**config.mk**
```make
export PLATFORM = sky130hd
export DESIGN_NAME = l2_host_req_sched
export DESIGN_NICKNAME = d
export VERILOG_FILES = /design/src/rtl/l2_pkg.sv /design/src/rtl/l2_tag_alloc.sv /design/src/rtl/l2_host_req_sched.sv
export SDC_FILE = /design/constraint.sdc
export NUM_CORES = 1
export LEC_CHECK = 0
export BUFFER_PORTS_ARGS = -buffer_cell sky130_fd_sc_hd__buf_2
export CAP_MARGIN = 10
export CORE_ASPECT_RATIO = 1.75
export CORE_UTILIZATION = 50
export CTS_BUF_LIST = sky130_fd_sc_hd__clkbuf_16
export DETAILED_ROUTE_END_ITERATION = 10
export PLACE_DENSITY_LB_ADDON = 0.08
export SETUP_SLACK_MARGIN = 0.3
export SYNTH_ARGS = -nofsm -noshare
export SYNTH_HDL_FRONTEND = slang
export SYNTH_HIERARCHICAL = 1
export SYNTH_SLANG_ARGS = --single-unit
```
**constraint.sdc**
```tcl
create_clock -name clk -period 4.14 [get_ports clk]
set_clock_uncertainty 0.05 [all_clocks]
set_input_delay 0.621 -clock clk [delete_from_list [all_inputs] [get_ports clk]]
set_output_delay 0.621 -clock clk [all_outputs]
set_load 0.01 [all_outputs]
```
**src/rtl/l2_pkg.sv**
```systemverilog
// Shared types and helpers for the L2 host request scheduler.
// Types reflect the default configuration; modules size their own signals from parameters.
package l2_pkg;

    localparam int unsigned NSTRMS_DEF   = 32'd64;
    localparam int unsigned CHANNELS_DEF = 32'd4;
    localparam int unsigned NTAGS_DEF    = 32'd32;

    typedef logic [$clog2(NTAGS_DEF)-1:0]    tag_t;
    typedef logic [$clog2(NSTRMS_DEF)-1:0]   sid_t;
    typedef logic [$clog2(CHANNELS_DEF)-1:0] chan_t;

    // Global stream ID is the channel number placed above the channel-local stream ID.
    function automatic logic [31:0] compose_sid(input logic [31:0] chan,
                                                input logic [31:0] lsid,
                                                input int unsigned lsid_width);
        compose_sid = (chan << lsid_width) | lsid;
    endfunction

endpackage

```
**src/rtl/l2_tag_alloc.sv**
```systemverilog
// Host tag pool: free bitmap, lowest-free-tag encoder, tag->SID table and allocated-tag count.
// A tag freed in a cycle only becomes allocatable in the next cycle.
module l2_tag_alloc
    import l2_pkg::*;
#(
    parameter  int unsigned ntags     = 32'd32,
    parameter  int unsigned sid_width = 32'd6,
    localparam int unsigned tag_width = $clog2(ntags)
) (
    input  logic                 clk,
    input  logic                 reset,
    input  logic                 alloc_v,
    input  logic [sid_width-1:0] alloc_sid,
    output logic [tag_width-1:0] alloc_tag,
    input  logic                 free_v,
    input  logic [tag_width-1:0] free_tag,
    output logic [sid_width-1:0] free_sid,
    output logic                 free_err,
    output logic                 has_free,
    output logic [tag_width:0]   out_cnt
);

    logic [ntags-1:0]     free_r;
    logic [sid_width-1:0] table_r [ntags];
    logic [tag_width:0]   cnt_r;
    logic [tag_width-1:0] low_s;
    logic                 free_ok_s;
    logic [ntags-1:0]     alloc_mask_s;
    logic [ntags-1:0]     free_mask_s;

    // Lowest-index free tag plus the set/clear masks for this cycle's bitmap update
    always_comb begin
        low_s = '0;
        for (int i = int'(ntags) - 32'sd1; i >= 32'sd0; i--) begin
            if (free_r[i]) begin
                low_s = tag_width'(i);
            end else begin
                low_s = low_s;
            end
        end
        free_ok_s = free_v & ~free_r[free_tag];
        if (alloc_v) begin
            alloc_mask_s = {{(ntags-1){1'b0}}, 1'b1} << low_s;
        end else begin
            alloc_mask_s = '0;
        end
        if (free_ok_s) begin
            free_mask_s = {{(ntags-1){1'b0}}, 1'b1} << free_tag;
        end else begin
            free_mask_s = '0;
        end
    end

    assign alloc_tag = low_s;
    assign has_free  = |free_r;
    assign free_err  = free_v & free_r[free_tag];
    assign free_sid  = table_r[free_tag];
    assign out_cnt   = cnt_r;

    // Free bitmap and allocated-tag count
    always_ff @(posedge clk or negedge reset) begin
        if (!reset) begin
            free_r <= '1;
            cnt_r  <= '0;
        end else begin
            free_r <= (free_r & ~alloc_mask_s) | free_mask_s;
            case ({alloc_v, free_ok_s})
                2'b10:   cnt_r <= cnt_r + {{tag_width{1'b0}}, 1'b1};
                2'b01:   cnt_r <= cnt_r - {{tag_width{1'b0}}, 1'b1};
                default: cnt_r <= cnt_r;
            endcase
        end
    end

    // Tag to global SID table, written on allocation
    always_ff @(posedge clk or negedge reset) begin
        if (!reset) begin
            for (int i = 0; i < int'(ntags); i++) begin
                table_r[i] <= '0;
            end
        end else if (alloc_v) begin
            table_r[low_s] <= alloc_sid;
        end else begin
            table_r[low_s] <= table_r[low_s];
        end
    end

endmodule

```
**src/rtl/l2_host_req_sched.sv**
```systemverilog
// Round-robin host request scheduler with tag allocation and tag-based response return.
// Optional per-stream outstanding limit: define L2_REQ_SCHED_STRM_LIMIT_EN.
module l2_host_req_sched
    import l2_pkg::*;
#(
    parameter  int unsigned addr_width      = 32'd64,
    parameter  int unsigned nstrms          = 32'd64,
    parameter  int unsigned channels        = 32'd4,
    parameter  int unsigned l2_nstrms       = nstrms / channels,
    parameter  int unsigned ntags           = 32'd32,
    parameter  int unsigned max_out         = 32'd4,
    localparam int unsigned nstrms_width    = $clog2(nstrms),
    localparam int unsigned chan_width      = $clog2(channels),
    localparam int unsigned l2_nstrms_width = $clog2(l2_nstrms),
    localparam int unsigned tag_width       = $clog2(ntags)
) (
    input  logic                                clk,
    input  logic                                reset,
    input  logic [channels-1:0]                 i_req_v,
    output logic [channels-1:0]                 i_req_r,
    input  logic [channels*l2_nstrms_width-1:0] i_req_sid,
    input  logic [channels*addr_width-1:0]      i_req_ea,
    output logic                                o_req_v,
    input  logic                                o_req_r,
    output logic [tag_width-1:0]                o_req_tag,
    output logic [nstrms_width-1:0]             o_req_sid,
    output logic [addr_width-1:0]               o_req_ea,
    input  logic                                i_rsp_v,
    output logic                                i_rsp_r,
    input  logic [tag_width-1:0]                i_rsp_tag,
    output logic                                o_rsp_v,
    input  logic                                o_rsp_r,
    output logic [nstrms_width-1:0]             o_rsp_sid,
    output logic [tag_width:0]                  o_out_cnt,
    output logic                                o_err
);

    logic [nstrms_width-1:0] gsid_s [channels];
    logic [channels-1:0]     elig_s;
    logic [chan_width-1:0]   rr_ptr_r;
    logic [chan_width-1:0]   arb_idx_s;
    logic [chan_width-1:0]   win_s;
    logic                    found_s;
    logic                    can_load_s;
    logic                    accept_s;
    logic                    rsp_acc_s;
    logic [nstrms_width-1:0] win_sid_s;
    logic [addr_width-1:0]   win_ea_s;

    logic [tag_width-1:0]    alloc_tag_s;
    logic [nstrms_width-1:0] free_sid_s;
    logic                    free_err_s;
    logic                    has_free_s;

    logic                    req_v_r;
    logic [tag_width-1:0]    req_tag_r;
    logic [nstrms_width-1:0] req_sid_r;
    logic [addr_width-1:0]   req_ea_r;
    logic                    rsp_v_r;
    logic [nstrms_width-1:0] rsp_sid_r;
    logic                    err_r;

`ifdef L2_REQ_SCHED_STRM_LIMIT_EN
    localparam int unsigned cnt_width = $clog2(max_out + 32'd1);

    logic [cnt_width-1:0] strm_cnt_r [nstrms];
    logic [nstrms-1:0]    strm_inc_s;
    logic [nstrms-1:0]    strm_dec_s;
`endif

    // Per-channel global SID and eligibility
    always_comb begin
        for (int c = 0; c < int'(channels); c++) begin
            gsid_s[c] = nstrms_width'(compose_sid(32'(c),
                            32'(i_req_sid[c*l2_nstrms_width +: l2_nstrms_width]),
                            l2_nstrms_width));
`ifdef L2_REQ_SCHED_STRM_LIMIT_EN
            elig_s[c] = i_req_v[c] & has_free_s &
                        (strm_cnt_r[gsid_s[c]] < cnt_width'(max_out));
`else
            elig_s[c] = i_req_v[c] & has_free_s;
`endif
        end
    end

    // Round-robin search starting at rr_ptr; index wraps naturally since channels is a power of two
    always_comb begin
        found_s   = 1'b0;
        win_s     = '0;
        arb_idx_s = '0;
        for (int k = 0; k < int'(channels); k++) begin
            arb_idx_s = rr_ptr_r + chan_width'(k);
            if (!found_s && elig_s[arb_idx_s]) begin
                found_s = 1'b1;
                win_s   = arb_idx_s;
            end else begin
                found_s = found_s;
                win_s   = win_s;
            end
        end
    end

    // Winner field selection
    always_comb begin
        win_ea_s  = '0;
        win_sid_s = gsid_s[win_s];
        for (int c = 0; c < int'(channels); c++) begin
            if (win_s == chan_width'(c)) begin
                win_ea_s = i_req_ea[c*addr_width +: addr_width];
            end else begin
                win_ea_s = win_ea_s;
            end
        end
    end

    assign can_load_s = ~req_v_r | o_req_r;
    assign accept_s   = can_load_s & found_s;
    assign i_req_r    = accept_s ? ({{(channels-1){1'b0}}, 1'b1} << win_s) : '0;
    assign i_rsp_r    = ~rsp_v_r | o_rsp_r;
    assign rsp_acc_s  = i_rsp_v & i_rsp_r;

    l2_tag_alloc #(
        .ntags     (ntags),
        .sid_width (nstrms_width)
    ) u_tag_alloc (
        .clk       (clk),
        .reset     (reset),
        .alloc_v   (accept_s),
        .alloc_sid (win_sid_s),
        .alloc_tag (alloc_tag_s),
        .free_v    (rsp_acc_s),
        .free_tag  (i_rsp_tag),
        .free_sid  (free_sid_s),
        .free_err  (free_err_s),
        .has_free  (has_free_s),
        .out_cnt   (o_out_cnt)
    );

    // Host request output stage and round-robin pointer
    always_ff @(posedge clk or negedge reset) begin
        if (!reset) begin
            req_v_r   <= 1'b0;
            req_tag_r <= '0;
            req_sid_r <= '0;
            req_ea_r  <= '0;
            rr_ptr_r  <= '0;
        end else if (accept_s) begin
            req_v_r   <= 1'b1;
            req_tag_r <= alloc_tag_s;
            req_sid_r <= win_sid_s;
            req_ea_r  <= win_ea_s;
            rr_ptr_r  <= win_s + {{(chan_width-1){1'b0}}, 1'b1};
        end else if (o_req_r) begin
            req_v_r   <= 1'b0;
        end else begin
            req_v_r   <= req_v_r;
        end
    end

    // Response stage; responses to unallocated tags are dropped and latch the error flag
    always_ff @(posedge clk or negedge reset) begin
        if (!reset) begin
            rsp_v_r   <= 1'b0;
            rsp_sid_r <= '0;
            err_r     <= 1'b0;
        end else begin
            err_r <= err_r | (rsp_acc_s & free_err_s);
            if (rsp_acc_s && !free_err_s) begin
                rsp_v_r   <= 1'b1;
                rsp_sid_r <= free_sid_s;
            end else if (o_rsp_r) begin
                rsp_v_r   <= 1'b0;
            end else begin
                rsp_v_r   <= rsp_v_r;
            end
        end
    end

`ifdef L2_REQ_SCHED_STRM_LIMIT_EN
    // Per-stream increment/decrement strobes
    always_comb begin
        for (int s = 0; s < int'(nstrms); s++) begin
            strm_inc_s[s] = accept_s & (win_sid_s == nstrms_width'(s));
            strm_dec_s[s] = rsp_acc_s & ~free_err_s & (free_sid_s == nstrms_width'(s));
        end
    end

    // Per-stream outstanding counters; simultaneous inc and dec cancel
    always_ff @(posedge clk or negedge reset) begin
        if (!reset) begin
            for (int s = 0; s < int'(nstrms); s++) begin
                strm_cnt_r[s] <= '0;
            end
        end else begin
            for (int s = 0; s < int'(nstrms); s++) begin
                case ({strm_inc_s[s], strm_dec_s[s]})
                    2'b10:   strm_cnt_r[s] <= strm_cnt_r[s] + {{(cnt_width-1){1'b0}}, 1'b1};
                    2'b01:   strm_cnt_r[s] <= strm_cnt_r[s] - {{(cnt_width-1){1'b0}}, 1'b1};
                    default: strm_cnt_r[s] <= strm_cnt_r[s];
                endcase
            end
        end
    end
`endif

    assign o_req_v   = req_v_r;
    assign o_req_tag = req_tag_r;
    assign o_req_sid = req_sid_r;
    assign o_req_ea  = req_ea_r;
    assign o_rsp_v   = rsp_v_r;
    assign o_rsp_sid = rsp_sid_r;
    assign o_err     = err_r;

endmodule

```
# Yosys cells after proc, flatten, opt, wreduce, memory -nomap -nowiden
# Index checks and enable logic that the tools add are counted.
dict set report classes {
  n_shift 3
  n_reduce_logical 14
  n_eq_ne 5
  add_sub_neg 6
  order_cmp 9
  bitwise 21
  mux 76
}
# operator count
set ops {}
lappend ops {{bitwise mux 192 bit} 2}
lappend ops {{2-to-1 mux 64 bit} 4}
lappend ops {{2-to-1 mux 192 bit} 1}
lappend ops {{2-to-1 mux 5 bit} 32}
lappend ops {{2-to-1 mux 32 bit} 2}
lappend ops {{left shift 1 x 5 -> 32 bit, first input constant} 2}
lappend ops {{binary-select mux 6 bit (select 5 bit)} 2}
lappend ops {{2-to-1 mux 6 bit} 7}
lappend ops {{AND 32 bit} 1}
lappend ops {{inverter 32 bit} 1}
lappend ops {{OR 32 bit} 1}
lappend ops {{OR reduction 32 bit} 1}
lappend ops {{demux 6 bit (select 5 bit)} 1}
lappend ops {{2-to-1 mux 1 bit} 13}
lappend ops {{binary-select mux 6 bit (select 2 bit)} 1}
lappend ops {{>= comparator 6 bit, second input constant} 2}
lappend ops {{< comparator 2 x 3 -> 1 bit, second input constant} 4}
lappend ops {{inverter 5 -> 6 bit} 2}
lappend ops {{case mux 6 bit (2 select lines)} 1}
lappend ops {{AND 1 bit} 9}
lappend ops {{binary-select mux 1 bit (select 2 bit)} 4}
lappend ops {{2-to-1 mux 2 bit} 4}
lappend ops {{adder 6 x 1 -> 6 bit, second input constant} 1}
lappend ops {{equality test 2 bit, second input constant} 3}
lappend ops {{other kinds (17)} 33}
dict set report word_totals {
  output_inout_bits 95
  register_bits 316
  word_cells 176
}

# Depth between registers and ports, before layout
# Gate-level depths: netlist of the first run.
dict set report logic_depth {
  word_depth 39
  mapped_depth 22
  ltp_nobuf 17
}

# Modules after synthesis
# Netlist of the first run, hierarchy kept.
# module area_each_um2 cells_each seq_area_each_um2 n_inst
set modules_own_cells {}
lappend modules_own_cells {l2_tag_alloc 12836.1 1293 5795.6 1}
lappend modules_own_cells {l2_host_req_sched 5185.0 619 2152.1 1}

# Least setup slack after synthesis of the first run
# No wires, ideal clock.
dict set report synth_path {
  path_kind {flip-flop to flip-flop}
  startpoint {register u_tag_alloc.free_r[23]}
  endpoint {register u_tag_alloc.cnt_r[5] (netlist: u_tag_alloc/out_cnt[5])}
  n_path_buf 4
  setup_time_ns 0.125
  required_ns 3.965
  period_less_slack_ns 4.476
  arrival_time_ns 4.301
  stages_incl_launch_ff 22
  setup_slack_ns -0.336
  cell_sequence {dfstp_2 -> or4_1 -> or2_2 -> nor3_1 -> nand2_1 -> o41ai_2 -> nand2b_1 -> buf_6 -> inv_2 -> buf_2 -> clkbuf_1 -> clkinv_1 -> clkbuf_1 -> ha_1 -> ha_1 -> a21o_1 -> a21oi_1 -> o21bai_1 -> a21oi_1 -> xnor2_1 -> nor2_1 -> xor2_1}
}
dict set report synth_via {
  elab_chain_len 17
  elab_cells_between_ends 32
  classes_between {2 x eq/ne; 15 x mux; 7 x bitwise; 8 x reduce/logical}
}
# element line_no
set synth_rtl {}
lappend synth_rtl {{from (decl)} l2_tag_alloc.sv:23} ;# logic [ntags-1:0] free_r;
lappend synth_rtl {{from (signal assigned)} l2_tag_alloc.sv:66} ;# free_r <= (free_r & ~alloc_mask_s) | free_mask_s;
lappend synth_rtl {{OR reduction 32 bit *} l2_tag_alloc.sv:55} ;# assign has_free = |free_r;
lappend synth_rtl {{net has_free_s} l2_host_req_sched.sv:53} ;# logic has_free_s;
lappend synth_rtl {{AND 1 bit} l2_host_req_sched.sv:81} ;# elig_s[c] = i_req_v[c] & has_free_s;
lappend synth_rtl {{binary-select mux 1 bit (select 2 bit)} l2_host_req_sched.sv:93} ;# if (!found_s && elig_s[arb_idx_s]) begin
lappend synth_rtl {{2-to-1 mux 1 bit (implied by the code)} l2_host_req_sched.sv:93}
lappend synth_rtl {{2-to-1 mux 1 bit} l2_host_req_sched.sv:93}
lappend synth_rtl {{zero test 1 bit} l2_host_req_sched.sv:93}
lappend synth_rtl {{logical AND 1 bit} l2_host_req_sched.sv:93}
lappend synth_rtl {{(+3 left out)} -}
lappend synth_rtl {{2-to-1 mux 1 bit} l2_host_req_sched.sv:93}
lappend synth_rtl {{zero test 1 bit} l2_host_req_sched.sv:93}
lappend synth_rtl {{logical AND 1 bit} l2_host_req_sched.sv:93}
lappend synth_rtl {{2-to-1 mux 1 bit *} l2_host_req_sched.sv:93}
lappend synth_rtl {{AND 1 bit *} l2_host_req_sched.sv:117} ;# assign accept_s = can_load_s & found_s;
lappend synth_rtl {{net accept_s} l2_host_req_sched.sv:45} ;# logic accept_s;
lappend synth_rtl {{equality test 2 x 1 -> 1 bit / equality test 2 bit (equally long branches)} l2_tag_alloc.sv:67} ;# case ({alloc_v, free_ok_s})
lappend synth_rtl {{case mux 6 bit (2 select lines) / nonzero test 2 bit (equally long branches)} -}
lappend synth_rtl {{to (signal assigned)} l2_tag_alloc.sv:68} ;# 2'b10: cnt_r <= cnt_r + {{tag_width{1'b0}}, 1'b1};
lappend synth_rtl {{to (signal assigned)} l2_tag_alloc.sv:69} ;# 2'b01: cnt_r <= cnt_r - {{tag_width{1'b0}}, 1'b1};
lappend synth_rtl {{to (signal assigned)} l2_tag_alloc.sv:70} ;# default: cnt_r <= cnt_r;
lappend synth_rtl {{to (decl)} l2_tag_alloc.sv:25} ;# logic [tag_width:0] cnt_r;
# The timed path passes the listed nets; every way through them passes the cells marked *. The select of a mux whose other input is x is not followed.
# A chain may end at the register's enable or synchronous reset.

# Final worst setup path of the first run
dict set report layout_path {
  startpoint {register u_tag_alloc.free_r[30]}
  endpoint {register u_tag_alloc/table_r[90] in the netlist's numbering}
}
dict set report layout_via {
  elab_chain_len 38
  elab_cells_between_ends 75
  classes_between {2 x order compare; 58 x mux; 7 x bitwise; 8 x reduce/logical}
}
# element line_no
set layout_rtl {}
lappend layout_rtl {{2-to-1 mux 5 bit * (31 in a row)} l2_tag_alloc.sv:35} ;# if (free_r[i]) begin
lappend layout_rtl {{net alloc_tag_s[1]} l2_host_req_sched.sv:50} ;# logic [tag_width-1:0] alloc_tag_s;
lappend layout_rtl {{inverter 5 -> 6 bit (implied by the code) *} {l2_tag_alloc.sv:82, l2_tag_alloc.sv:84}}
lappend layout_rtl {{>= comparator 6 bit (implied by the code) / < comparator 6 x 1 -> 1 bit (equally long branches)} {l2_tag_alloc.sv:82, l2_tag_alloc.sv:84}}
lappend layout_rtl {{logical AND 1 bit (implied by the code)} {l2_tag_alloc.sv:82, l2_tag_alloc.sv:84}}
lappend layout_rtl {{2-to-1 mux 6 bit (implied by the code)} {l2_tag_alloc.sv:82, l2_tag_alloc.sv:84}}
lappend layout_rtl {{demux 6 bit (select 5 bit)} {l2_tag_alloc.sv:82, l2_tag_alloc.sv:84}}
lappend layout_rtl {{bitwise mux 192 bit, on equally long branches} {l2_tag_alloc.sv:84, l2_tag_alloc.sv:82}}
lappend layout_rtl {{2-to-1 mux 192 bit *} l2_tag_alloc.sv:81} ;# end else if (alloc_v) begin
lappend layout_rtl {{to (signal, indexed assignment)} l2_tag_alloc.sv:82} ;# table_r[low_s] <= alloc_sid;
lappend layout_rtl {{to (signal, indexed assignment)} l2_tag_alloc.sv:84} ;# table_r[low_s] <= table_r[low_s];
lappend layout_rtl {{to (decl)} l2_tag_alloc.sv:24} ;# logic [sid_width-1:0] table_r [ntags];
# Marks and branches as above.

==> results.md, run 1 <==
- Tcrit/Tclk final: between 90% and 100%
- Global route overflow: 0
- Worst R2R Setup Slack: 180 ps
- Hold buffers post-CTS: 0
- Final Setup Violations: 0
- P&R area growth vs syn: 25.4%
- Post-route antenna net violation count: 0
- Critical Path Sink: u_tag_alloc/table_r[90]
- WP data arrival: between 4000 and 5000 ps
- Root Driver: clkbuf_16
- Syn Area/Cell: around 9.4 µm²
- Port Buffers: 380
- Die H: 253 µm
- Non-Filler Instances: about 2800
- Critical path type: reg2reg
- IO Pins: 381
- Worst setup path start: u_tag_alloc/free_r[30]
- Post-detail-place hpwl: slightly above 60000 µm
- Die area: between 30000 and 40000 µm²
- First-pass GRT wire length: around 120000 µm
- FF-to-FF End: u_tag_alloc/table_r[90]
- Pin count of the biggest net entering global routing: 98
- Vias in the first global route: around 18000
- Multi-input gate area: around 9600 µm²
- Fillers: between 3000 and 4000
- Antenna violations before repair: 21
- WL final: between 80000 and 90000 µm
- Synth Area in Adders: less than 1%
- Main combinational cell family by area after synthesis: compound AO/OA/AOI/OAI gates
- Clock buffer depth: 3
- Yosys warnings: 6
- Area share of the largest cell type after synthesis: 39.4%
- Post-synthesis sequential area ratio: 44.1%
- Yosys cell types: between 80 and 90
- Crit path time final: 3960 ps
- RSZ-0062 raised after global routing: yes
- DRT iter0 DRCs: around 1800
- Startpoint types: flop
- F_max: 253 MHz
- Mux cell area share after synthesis: 12.3%
- H-tree depth: 1
- Asr flop ratio synth: between 90% and 100%
- Layout cells sized above 1: a little over a third
- Sink Count: around 320
- Rel. slew slack: about 30%
- Post-synth EDFFs: 0
- R2R cell count: 13
- Max Cap Violations: 0
- Static leakage: slightly above 10 nW
- CORE AREA: 35400 µm²
- # DRC: 0
- Die width: around 150 µm
- Synth Area in Compound Gates: 20.8%
- Outcome: finished, final reports clean
- Clk_lat worst skew: roughly 600 ps
- Nets: 2605
- Seq cells post-synth: about 320
- GP Congestion: about 1.1
- CP Max Fanout: 24
- Number of vias per cell: about 6.5
- TritonCTS Buffers: 31
- Mapped Area: ~18000 µm²
- Reg-to-Reg Start: u_tag_alloc/free_r[30]
- Post-Synthesis Cells: about 1900
- Post-layout power: around 0.022 W
- Vias post-DR: between 15000 and 20000
- Clock transition at path regs: roughly 70 ps
- CTS tree: done
- Final hold viol count: 0
- GRT Util Overall: between 40% and 50%
- WL/cell: 29.9 µm
- 1st-pass router iterations: 6
- Post-synth top flop: dfrtp_1
- Critical Path RT: 4590 ps
- Initial core utilization: 50.9%
- Xor and xnor area share after synthesis: less than 1%
- Worst Tran Pin Value: between 1000 and 1500 ps
- Setup crit end kind: flop
- Synthesized Nets: approximately 2200
- Simple-Gate Fraction of Synth Area: ~17%
- Pwr per Cell Area: between 900 and 1000 nW/µm²
- FP Rows: 91
- Max-slew violation total from the final report: 0
- Area leader, netlist: dfrtp_1
- Max VDD drop: around 560 µV
- FF+latch area: just under 8000 µm²
- DP Cell Count: 2720
- Worst hold path class: in2async
- Most area-consuming cells after synthesis: dfrtp_1, mux4_2, nand2_1, o21ai_0, dfstp_2
==> power breakdown <==
group | internal, W | switching (W) | leakage, nW
registers | 0.00465 | 0.00171 | 3.58
logic | 0.00505 | 0.00800 | 6.20
clock network | 0.00156 | 0.00129 | 0.492
==> placed cells by master, fill, tap and decap left out, drive strengths merged, types with 4 or more instances in the layout <==
cell and n:
nand3 37, o21ai 317, and3 8, buf 523, nand4 6, mux2i 26
a21oi 99, o31ai 4, dfrtp 284, nor4 7, inv 23, mux2 33
o22ai 7, nand2 402, clkinv 19, or4 6, a222oi 16, diode 17
nor2b 74, nor3 75, and2 10, nand2b 14, ha 9, a221oi 72
mux4 70, o221ai 4, dfstp 32, a22oi 8, nor2 38, a21o 5
o2111ai 4, o32ai 4, a31oi 5, clkbuf 32, o21a 4
==> worst min-delay path by stage <==
stage | slack [ps] | start | end
after global routing | 100 | reset | u_tag_alloc/out_cnt[5]
after detailed placement | 390 | o_err | o_err
after floorplan | 280 | reset | o_err
after global placement | 390 | o_err | o_err
after CTS | 70 | reset | u_tag_alloc/out_cnt[2]
final | 40 | reset | u_tag_alloc/out_cnt[2]
==> cells in the mapped netlist, types with 4 or more instances <==
library cell and n:
nand2_1 401, dfrtp_1 284, o21ai_0 197, clkbuf_1 99, a21oi_1 98, o21ai_1 87
nor3_1 75, a221oi_1 72, nor2b_1 71, mux4_2 70, buf_2 38, nand3_1 37
nor2_1 37, o21ai_2 33, dfstp_2 32, mux2_2 31, mux2i_1 26, a222oi_1 16
inv_1 16, nand2b_1 14, buf_1 13, buf_6 11, and2_1 10, ha_1 9
a22oi_1 7, and3_1 7, nand4_1 6, o22ai_1 6, a21o_1 5, a31oi_1 5
nor4_1 5, inv_2 4, o2111ai_1 4, o21a_1 4, o221ai_1 4
==> area by class of cell <==
| cell class | instances | area share (%) |
|---|---|---|
| Timing Repair Buffer | 526 | 14.7 |
| Tap cell | 465 | 2.57 |
| Antenna cell | 17 | 0.188 |
| Multi-Input combinational cell | 1413 | 42.5 |
| Inverter | 21 | 0.393 |
| Sequential cell | 316 | 35.2 |
| Clock inverter | 27 | 0.997 |
| Clock buffer | 31 | 3.43 |
==> routing by layer <==
metal / part of all wire (%) / global-route usage [%] / up-vias
met5: 0.062 / 0 / -
met4: 12 / 45.9 / 8
met3: 9.3 / 12.8 / 448
met2: 47 / 75.0 / 1286
met1: 31 / 46.6 / 8767
li1: - / - / 7812
==> cell families (layout without fill, tap and decap cells) <==
| logic type | count (synthesis) | count (layout) |
|---|---|---|
| AOI/OAI and AO/OA | 583 | 583 |
| xor gates and xnor gates | 6 | 6 |
| adders and majority gates | 10 | 10 |
| buffers and inverters | 185 | 605 |
| DFF | 316 | 316 |
| muxes | 129 | 129 |
| other | 0 | 17 |
| and+or+nand+nor | 683 | 685 |
==> critical path, cell delays in order (launching register included) <==
cell and delay, ps:
dfstp_2 570, buf_4 140, nor2_1 50, o311ai_1 350
a311o_1 270, nand3_1 240, inv_2 410, nand2_1 170
a21oi_1 560, a2111oi_0 210, nand4_1 300, o22ai_4 140
buf_12 180, o21ai_0 180
==> metrics by stage <==
| stage | cell area [µm²] | setup slack (ps) | hold slack (ps) | util (%) | TNS [ps] |
|---|---|---|---|---|---|
| 2_1_floorplan | 18100 | 300 | 275 | - | 0 |
| 3_3_place_gp | 21000 | 62.2 | 388 | 59.3 | 0 |
| 3_5_place_dp | 21000 | 30.5 | 393 | 59.3 | 0 |
| 4_1_cts | 22200 | 278 | 72.9 | 62.6 | 0 |
| 5_1_grt | 22600 | -29.2 | 95.4 | 63.8 | -191 |
| 6_report | 22600 | 184 | 39.2 | 63.8 | 0 |
==> registers in the layout, summed over array words and instances, names as in the netlist <==
| register | count |
|---|---|
| o_rsp_v | 1 |
| u_tag_alloc/free_r | 32 |
| u_tag_alloc/out_cnt | 6 |
| o_rsp_sid | 6 |
| rr_ptr_r | 2 |
| o_req_tag | 5 |
| u_tag_alloc/table_r | 192 |
| o_req_v | 1 |
| o_req_ea | 64 |
| o_req_sid | 6 |
| o_err | 1 |
==> timing repair <==
item / 4_1_cts / 5_1_grt
setup buffers: 5 / 9
pin swaps: 4 / 17
setup endpoints to repair: 122 / 242
gates cloned: 3 / 4
resized for setup: 19 / 64
Power figures use the tool's default switching activity.
==> run 2: changes to the inputs <==
SETUP_SLACK_MARGIN = 0.1   (was 0.3)
==> run 2 against run 1 <==
Compared with the run above: maximum frequency shrank 0.29%; clock power down 6%; via count shrank 1.8%; critical path type unchanged; wire length decreased by 1.6%.
==> results.md, run 2 (synthesized netlist as in run 1, its figures left out) <==
- Outcome: finished, final reports clean
- WL/cell: 29.4 µm
- CP Max Fanout: 32
- Pin count of the biggest net entering global routing: 99
- Pwr per Cell Area: between 900 and 1000 nW/µm²
- CORE AREA: 35400 µm²
- IO Pins: 381
- TritonCTS Buffers: 30
- CTS tree: done
- # DRC: 0
- CP Depth: 13
- Static leakage: slightly above 10 nW
- Clk_lat worst skew: 590 ps
- Global route overflow: 0
- Max Cap Violations: 0
- Crit-path slowest cell: a311o_1
- Clock transition at path regs: around 70 ps
- Sink Count: around 320
- WP buf/inv: 4
- Max VDD drop: about 540 µV
- Worst path max stage delay: 450 ps
- GP Congestion: about 1.1
- Worst R2R Setup Slack: about 170 ps
- Critical Path RT: approximately 4500 ps
- GRT Util Overall: approximately 46%
- Commonest non-fill, non-tap cell in the layout: nand2_1
- Die area: ~37000 µm²
- Final hold slack: about 26 ps
- Final Setup Violations: 0
- Startpoint types: flop
- Crit-path cells: nor2_1 > o21ai_0 > a311o_1 > nand3_1 > buf_12 > inv_2 > and2_1 > buf_4 > a22oi_1 > o2111ai_1 > o32ai_2 > buf_12 > o21ai_0
- Number of vias per cell: 6.40
- Nets: around 2600
- Port Buffers: 380
- Post-layout power: between 0.02 and 0.025 W
- Root Driver: clkbuf_16
- WP data arrival: between 4000 and 5000 ps
- Worst hold path class: in2async
- Non-Filler Instances: 2814
- H-tree depth: 1
- FP Rows: 91
- Initial core utilization: between 50% and 60%
- Vias in the first global route: around 18000
- Worst Tran Pin Value: between 1000 and 1500 ps
- Die H: about 250 µm
- Max FFs per register: between 150 and 200
- Post-detail-place hpwl: about 62000 µm
- F_max: about 250 MHz
- Delay-heaviest family, CP: compound AO/OA/AOI/OAI gates
- Setup TNS: 0 ps
- Layout cells sized above 1: approximately a third
- Top reg by flops: u_tag_alloc/table_r
- FF+latch area: a little under 8000 µm²
- Max-slew violation total from the final report: 0
- Final hold viol count: 0
- Crit path time final: 3970 ps
- First-pass GRT wire length: about 120000 µm
- P&R area growth vs syn: 23.2%
- Critical path type: reg2reg
- RSZ-0062 raised after global routing: no
- 1st-pass router iterations: 8
- Setup crit end kind: flop
- Die width: between 100 and 150 µm
- Tcrit/Tclk final: between 90% and 100%
- Clock buffer depth: 3
- Vias post-DR: 18000
- Rel. slew slack: 32.5%
- DRT iter0 DRCs: 1910
- R2R cell count: 13
- DP Cell Count: between 2000 and 3000
- Post-route antenna net violation count: 0
- Hold buffers post-CTS: 0
- Antenna violations before repair: 18
- Most frequent cells in the layout: nand2_1, buf_2, dfrtp_1, o21ai_0, buf_4
- Fillers: between 3000 and 4000
- Multi-input gate area: roughly 9400 µm²
- WL final: between 80000 and 90000 µm
run 2: layout make-up:
cell class                 instances  share of cell area [%]
clock inverter                    24                   0.654
clock buffer                      31                    3.49
multi-input combinational       1411                    42.2
inverter                          21                   0.389
antenna                           13                   0.147
tap                              465                    2.62
sequential                       316                    35.8
timing repair buffer             533                    14.7
run 2: worst paths after layout:
| path | to | startpoint |
|---|---|---|
| max in group asynchronous | u_tag_alloc/free_r[5] | reset |
| worst max-delay path | u_tag_alloc/table_r[155] | u_tag_alloc/free_r[23] |
| min in group clk | o_req_ea[57] | i_req_ea[249] |
| worst min register to register | o_err | o_err |
| worst max register to register | u_tag_alloc/table_r[155] | u_tag_alloc/free_r[23] |
| worst min-delay path | u_tag_alloc/out_cnt[2] | reset |
run 2: power breakdown:
| part | switching [W] | leakage [nW] | total [W] | internal (W) |
|---|---|---|---|---|
| combinational | 0.00774 | 6.09 | 0.0126 | 0.00487 |
| sequential | 0.00182 | 3.58 | 0.00647 | 0.00465 |
| clock | 0.00125 | 0.482 | 0.00267 | 0.00142 |
run 2: worst reg2reg max path, delay by kind of cell, from the launching register on:
kind | cells | cell delay (ps)
compound gates | 6 | 1910
buf+inv | 4 | 770
simple gates | 3 | 670
flops | 1 | 430
run 2: per-layer routing:
layer	global-route usage (%)	up-vias	routed length, µm
met1	47.4	8538	26300
met4	44.5	10	9740
met3	12.9	426	7760
met2	74.3	1253	38900
met5	0	-	65
li1	-	7773	-
run 2: timing repair:
action,CTS,global route
buffers inserted,2,6
resized for setup,7,9
pin swaps,0,1
endpoints found under the hold margin,0,0
setup endpoints to repair,9,90
run 2: stage by stage:
step / cell area (µm²) / worst slack (ps) / utilization (%)
3_3_place_gp: 21100 / 91.0 / 59.6
6_report: 22200 / 173 / 62.7
4_1_cts: 22100 / 111 / 62.4
3_5_place_dp: 21100 / 103 / 59.6
2_1_floorplan: 18100 / 113 / -
5_1_grt: 22200 / 102 / 62.6
